**src/rtl/imem_boot_loader.sv**
```systemverilog
// Boot loader: receives a length-prefixed, XOR-checksummed byte image and writes
// little-endian 32-bit words into instruction memory, releasing the CPU when verified.
module imem_boot_loader #(
  parameter int DEPTH = 64,
  parameter int CNT_W = 8
) (
  input  logic             clk,
  input  logic             rst,
  input  logic             start,
  input  logic             in_valid,
  input  logic [7:0]       in_data,
  output logic             in_ready,
  output logic             imem_we,
  output logic [31:0]      imem_addr,
  output logic [31:0]      imem_wdata,
  output logic             cpu_rst,
  output logic             busy,
  output logic             done,
  output logic             err,
  output logic [CNT_W-1:0] word_cnt,
  output logic [2:0]       state_dbg
);

  // Handshake: a byte moves on a rising edge where in_valid && in_ready; in_ready
  // is registered and depends only on state, never on in_valid.
  typedef enum logic [2:0] {
    S_IDLE, S_HDR, S_LOAD, S_WRITE, S_CSUM, S_DONE, S_ERROR
  } state_t;

  localparam logic [7:0]       HDR_MAX = 8'(DEPTH);
  localparam logic [CNT_W-1:0] ONE     = CNT_W'(1);

  state_t           state, state_d;
  logic [1:0]       byte_cnt, byte_cnt_d;
  logic [CNT_W-1:0] word_idx, word_idx_d, hdr_n, hdr_n_d, word_cnt_d;
  logic [7:0]       csum, csum_d;
  logic [23:0]      word_buf, word_buf_d;
  logic [31:0]      imem_addr_d, imem_wdata_d;
  logic             in_ready_d, imem_we_d, cpu_rst_d, busy_d, done_d, err_d;
  logic             xfer;

  assign xfer      = in_valid & in_ready;
  assign state_dbg = state;

  always_comb begin
    state_d      = state;
    byte_cnt_d   = byte_cnt;
    word_idx_d   = word_idx;
    hdr_n_d      = hdr_n;
    csum_d       = csum;
    word_buf_d   = word_buf;
    imem_addr_d  = imem_addr;
    imem_wdata_d = imem_wdata;
    word_cnt_d   = word_cnt;
    in_ready_d   = 1'b0;
    imem_we_d    = 1'b0;
    cpu_rst_d    = cpu_rst;
    busy_d       = busy;
    done_d       = done;
    err_d        = err;
    case (state)
      S_IDLE: begin
        if (start) begin
          state_d    = S_HDR;
          in_ready_d = 1'b1;
          busy_d     = 1'b1;
        end
      end
      S_HDR: begin
        in_ready_d = 1'b1;
        if (xfer) begin
          if (in_data == 8'd0 || in_data > HDR_MAX) begin
            state_d    = S_ERROR;
            in_ready_d = 1'b0;
            busy_d     = 1'b0;
            err_d      = 1'b1;
          end else begin
            state_d    = S_LOAD;
            hdr_n_d    = CNT_W'(in_data);
            csum_d     = 8'd0;
            byte_cnt_d = 2'd0;
          end
        end
      end
      S_LOAD: begin
        in_ready_d = 1'b1;
        if (xfer) begin
          csum_d     = csum ^ in_data;
          byte_cnt_d = byte_cnt + 2'd1;
          case (byte_cnt)
            2'd0: word_buf_d[7:0]   = in_data;
            2'd1: word_buf_d[15:8]  = in_data;
            2'd2: word_buf_d[23:16] = in_data;
            default: begin
              // Fourth byte goes straight into the write data register.
              state_d      = S_WRITE;
              in_ready_d   = 1'b0;
              imem_we_d    = 1'b1;
              imem_addr_d  = 32'(word_idx) << 2;
              imem_wdata_d = {in_data, word_buf};
            end
          endcase
        end
      end
      S_WRITE: begin
        in_ready_d = 1'b1;
        word_cnt_d = word_cnt + ONE;
        if (word_idx + ONE == hdr_n) begin
          state_d = S_CSUM;
        end else begin
          state_d    = S_LOAD;
          word_idx_d = word_idx + ONE;
        end
      end
      S_CSUM: begin
        in_ready_d = 1'b1;
        if (xfer) begin
          in_ready_d = 1'b0;
          busy_d     = 1'b0;
          if (in_data == csum) begin
            state_d   = S_DONE;
            done_d    = 1'b1;
            cpu_rst_d = 1'b1;
          end else begin
            state_d = S_ERROR;
            err_d   = 1'b1;
          end
        end
      end
      S_DONE, S_ERROR: begin
        if (start) begin
          state_d    = S_HDR;
          in_ready_d = 1'b1;
          busy_d     = 1'b1;
          done_d     = 1'b0;
          err_d      = 1'b0;
          cpu_rst_d  = 1'b0;
          word_cnt_d = '0;
          word_idx_d = '0;
          byte_cnt_d = 2'd0;
        end
      end
      default: state_d = S_IDLE;
    endcase
  end

  always_ff @(posedge clk) begin
    if (!rst) begin
      state      <= S_IDLE;
      byte_cnt   <= 2'd0;
      word_idx   <= '0;
      hdr_n      <= '0;
      csum       <= 8'd0;
      word_buf   <= 24'd0;
      imem_addr  <= 32'd0;
      imem_wdata <= 32'd0;
      word_cnt   <= '0;
      in_ready   <= 1'b0;
      imem_we    <= 1'b0;
      cpu_rst    <= 1'b0;
      busy       <= 1'b0;
      done       <= 1'b0;
      err        <= 1'b0;
    end else begin
      state      <= state_d;
      byte_cnt   <= byte_cnt_d;
      word_idx   <= word_idx_d;
      hdr_n      <= hdr_n_d;
      csum       <= csum_d;
      word_buf   <= word_buf_d;
      imem_addr  <= imem_addr_d;
      imem_wdata <= imem_wdata_d;
      word_cnt   <= word_cnt_d;
      in_ready   <= in_ready_d;
      imem_we    <= imem_we_d;
      cpu_rst    <= cpu_rst_d;
      busy       <= busy_d;
      done       <= done_d;
      err        <= err_d;
    end
  end

endmodule

```
**config.mk**
```make
export PLATFORM = sky130hd
export DESIGN_NAME = imem_boot_loader
export DESIGN_NICKNAME = d
export VERILOG_FILES = /design/src/rtl/imem_boot_loader.sv
export SDC_FILE = /design/constraint.sdc
export NUM_CORES = 1
export LEC_CHECK = 0
export CORE_MARGIN = 2
export CORE_UTILIZATION = 40
export DETAILED_ROUTE_END_ITERATION = 7
export DONT_BUFFER_PORTS = 1
export SYNTH_ARGS = -nofsm -noshare
export SYNTH_HDL_FRONTEND = slang
export SYNTH_SLANG_ARGS = --single-unit
export TNS_END_PERCENT = 20
```
**constraint.sdc**
```tcl
create_clock -name clk -period 1.9 [get_ports clk]
set_clock_uncertainty 0.05 [all_clocks]
set_input_delay 0.38 -clock clk [delete_from_list [all_inputs] [get_ports clk]]
set_output_delay 0.38 -clock clk [all_outputs]
set_load 0.005 [all_outputs]
```
### Word-level counts from Yosys, hierarchy flattened

Cells that the tools add are included.

* flip-flop bits (word level): 106
* latch bits: 0
* memory bits (writable): 0
* bits in read-only memories: 0
* input bits: 12
* output and inout bits: 81
* word-level logic and storage cells: 116
* memories kept: 0

* add/subtract/negate cells: 3
* multiply operators: 0
* divide/modulo/power cells: 0
* order comparisons: 1
* equality and inequality tests: 21
* shift operators: 0
* multiplexer cells: 44
* bitwise operators: 4
* reduce and logical (&&, ||, !) cells: 27

Operators with widths (count)
* $pmux W8 S2: 3
* $mux W8: 5
* $mux W3: 7
* $reduce_and A3 Y1: 7
* $ne A2 B2 Y1 const B: 10
* $mux W1: 18
* $add A8 B1 Y8 const B: 2
* $eq A8 B8 Y1: 2
* $pmux W3 S5: 1
* $reduce_and A5 Y1: 3
* $mux W2: 5
* $eq A3 B3 Y1 const B: 3
* $reduce_bool A3 Y1: 3
* $gt A8 B7 Y1 const B: 1
* $logic_not A8 Y1: 1
* $reduce_and A4 Y1: 2
* $xor A8 B8 Y8: 1
* $eq A3 B2 Y1 const B: 2
* $pmux W1 S3: 2
* $pmux W2 S3: 1
* $reduce_and A6 Y1: 1
* $reduce_bool A2 Y1: 3
* $reduce_or A3 Y1: 2
* $pmux W1 S5: 1
* 13 further kinds: 14

### Depth between registers and ports, before layout

* depth in word-level cells: 5
* mapped depth: 9
* depth with buffers taken out: 7

### Worst setup path before layout

No wires, ideal clock.

* path kind: register to register
* start point: register word_idx[0]
* end point: register word_idx[1]
* setup time: 0.122 ns
* arrival: 1.899 ns
* required time: 1.728 ns
* setup slack: -0.171 ns
* cell stages (with the launch flop): 10
* path buffers: 2
* clock period less this slack: 2.071 ns
* cell sequence: dfxtp_1 > ha_1 > buf_2 > nand3_1 > or3_1 > a32oi_1 > and4b_1 > buf_2 > nor2_1 > mux2i_1

* longest elaborated chain between the ends: 4
* elaborated cells between the ends (all ways): 6
* those cells by class: add/sub (1); eq/ne (2); mux (2); reduce/logical (1)

RTL lines
* from (decl): RTL line 35 `logic [CNT_W-1:0] word_idx, word_idx_d, hdr_n, hdr_n_d, word_cnt_d;`
* from (signal assigned): RTL line 167 `word_idx <= word_idx_d;`
* $add A8 B1 Y8 *: RTL line 108, 112
* $eq A8 B8 Y1: RTL line 108 `if (word_idx + ONE == hdr_n) begin`
* $ne A2 B2 Y1 (no line)
* $reduce_and A3 Y1 (no line)

Mark *: on every way between the ends. The rest lies on a longest branch, timed or not. The select of a mux whose other input is x is not followed.
A chain may end at the register's enable or synchronous reset.

### Worst setup path in the final report

* start point: register word_idx[1]
* end point: register word_idx[5]

The elaborated chain is that of the path after synthesis.

==> flow_summary.ini <==
[pwr]
power_mw = 4.871
power.share.combinational = 0.121
power.leakage_nw = 2.161
switching_power_mw = 1.228
p_per_area_nw_per_um2 = 804.7
pwr-share-clk = 0.407
seqPwrFrac = 0.473
vdd_drop_max_v = 0.0004877
intPower_mw = 3.642
switching_share = 0.2522

[placed_design]
gp_congestion = 0.8934
dpl.hpwl_um = 8659
port_buffers = 0
pre_cts_ws_ns = -0.1253

[clock_network]
cts_buffers = 9
cts_max_path_buffers = 2
cts-hold-fix-buffers = 0
root_buffer = clkbuf_16
path_clk_slew_ns = 0.07
h-tree-depth = 3
clock-sinks = 106
tritoncts = done
clk_latency_ns = 0.35

[flow_run]
drv_cap = 0

[logic_synthesis]
synth_seq_cells = 106
syn_area_um2 = 5269
synthFlopType = dfxtp_1
ys.warnings.count = 0
ys_types = 62
synth_seq_area_share = 0.4028
synth_top_cell_by_area = dfxtp_1
synth_area_leaders = dfxtp_1, a21boi_0, nand2_1
async_reset_ff_frac = 0
synth.top_cell.area_share = 0.4028
synth-edff-count = 0
syn_avg_cell_area_um2 = 8.324
syn_inst = 633

[grt]
grt_first_pass_wirelength_um = 20860
grt_max_degree = 112
antenna_found_initial = 0
grt_pass1_vias = 4149
grt_overflow = 0
grt_usage = 0.1817

[routing]
viasPerCell = 5.324
wl_met2_um = 6083
drt-total-wl_um = 12820
vias = 4355
wl_met3_um = 725
drt_iter0_drc = 278
post_drt_wl_per_cell_um = 15.67
ant_nets = 0
met1_length_um = 5766
drcViolationCount = 0
top_layer_used = met4
drtPass1Iterations = 6

[floorplanning]
die_area_um2 = 14110
fp.dieH_um = 118.8
die_w_um = 118.8
ios = 93
coreArea_um2 = 12720
row_count = 41
initial_core_util = 0.4141

[timing]
timing.fmax_mhz = 495.1
setup_tns_ns = -0.5471
final.min_clock_period_ns = 2.020
rsz0062_at_grt = true
tightest_slew_ns = 0.6486
setup_slack_ns = -0.1199
hold_ws_ns = 0.1143
relSlewSlack = 0.5630
finalCritPeriodShare = 1.063
final_max_slew_viol_count = 0
finalSetupViolations = 9
hold_viol_final = 0

[setup_path]
setup.worst_path.start_class = flip-flop
cp_data_required_time_ns = 2.15
critical_path_class = reg2reg
end_kind = flip-flop
crit_fanout = 7
arrival_ns = 2.27

[final_layout]
nNetsFinal = 659
n_antenna_cell = 0
drive_above_1_share = 0.1780
area_delta_synth_final_pct = 14.89

[run_status]
status = finished with violations
failed_checks = setup timing

[hold_path]
holdCritPathClass = in2reg
worst paths after layout:
check	to	from	cells after the start	slack, ns
setup / recovery	word_idx[5]$_SDFFE_PN0P_	word_idx[1]$_SDFFE_PN0P_	8	-0.12
hold reg to reg	hdr_n[7]$_SDFFE_PN0P_	hdr_n[7]$_SDFFE_PN0P_	2	0.40
setup reg to reg	word_idx[5]$_SDFFE_PN0P_	word_idx[1]$_SDFFE_PN0P_	8	-0.12
hold / removal	word_idx[5]$_SDFFE_PN0P_	rst	1	0.11
registers in the layout (all words and copies together) (netlist names), 3 cells and up:
register	count
csum	8
hdr_n	8
imem_addr	8
imem_wdata	32
state_dbg	3
word_buf	24
word_cnt	8
word_idx	8
final cells by class:
class                      count  area, µm²
clock inverter                 5      66.31
multi-input combinational    465       2907
clock buffer                  11      252.7
tap                          172      215.2
sequential                   106       2138
inverter                       8      30.03
fill                        1258       6669
timing repair buffer          51      444.2
layout by cell type (no fill, tap or decap), drive strengths merged, types with 3 or more instances in the layout:
cell    count
a21boi     71
a21oi      10
a21o        3
nand2     126
clkbuf     11
nor2       23
xnor2       8
mux2i       8
a211o       3
nand2b      8
nor3        5
and4b       6
a31o        9
nor2b      20
xor2       11
buf        51
o211ai      3
and3b       3
o21ai      23
nand4       4
nand4b      3
ha          6
nor4        3
conb       24
and3        7
dfxtp     106
and2        4
a211oi      4
o31a        3
nand3      38
inv        11
cells in the mapped netlist (2+ instances only):
master and number:
nand2_1 126, dfxtp_1 106, a21boi_0 63, nand3_1 38, clkbuf_1 32, buf_4 26
nor2_1 23, nor2b_1 20, o21ai_0 20, buf_2 16, xor2_1 11, a21oi_1 10
a31o_2 9, inv_1 8, mux2i_1 8, nand2b_1 8, xnor2_1 8, a21boi_1 7
and3_1 7, and4b_1 6, ha_1 6, a211oi_1 4, and2_1 4, nand4_1 4
nor3_1 4, a211o_1 3, a21o_1 3, and3b_1 3, nand4b_1 3, o211ai_1 3
o31a_1 3, a31oi_1 2, buf_6 2, nor4_1 2, o21ai_1 2, o221a_2 2
o221ai_1 2, o22ai_1 2, or2_2 2, or3_1 2, or4_4 2
worst max-delay path: stages (launching register included):
cell     delay (ns)
dfxtp_4        0.37
ha_4           0.19
nand3_4        0.08
or3_4          0.40
a32oi_4        0.19
and4b_2        0.31
buf_6          0.12
o31a_1         0.13
o21a_1         0.12
what timing repair did:
action	4_1_cts	5_1_grt
buffers inserted	4	3
pin swaps	3	10
endpoints found under the setup margin	10	47
resized for setup	9	22
layer usage:
layer | GRT usage | up-vias
li1 | - | 2141
met1 | 0.2338 | 2080
met2 | 0.2881 | 113
met3 | 0.04971 | 21
met4 | 0.07143 | 0
met5 | 0 | -
power by group through the flow:
| stage | clock network [mW] | logic [mW] | registers (mW) |
|---|---|---|---|
| 2_1_floorplan | 0 | 0.483 | 2.34 |
| 3_3_place_gp | 0 | 0.548 | 2.35 |
| 3_5_place_dp | 0 | 0.553 | 2.35 |
| 4_1_cts | 2.05 | 0.573 | 2.30 |
| 5_1_grt | 2.12 | 0.652 | 2.31 |
| 6_report | 1.98 | 0.588 | 2.30 |
cells by family after synthesis:
kind of cell	Yosys count	share of synthesized area
AO/OA/AOI/OAI	148	0.2078
XOR/XNOR	19	0.03158
adder cells (fa/ha/maj)	6	0.01425
buffers and inverters	85	0.08573
flip-flops	106	0.4028
multiplexers	9	0.01734
other	1	0.0007117
AND/OR/NAND/NOR	259	0.2398
stage by stage:
| stage | util | instance area, µm² | cells |
|---|---|---|---|
| 6_report | 0.4758 | 6053 | 818 |
| 5_1_grt | 0.4758 | 6053 | 818 |
| 4_1_cts | 0.4689 | 5966 | 815 |
| 3_5_place_dp | 0.4385 | 5579 | 795 |
| 3_3_place_gp | 0.4385 | 5579 | 795 |
| 2_1_floorplan | - | 5425 | 656 |
Power figures use the tool's default switching activity.
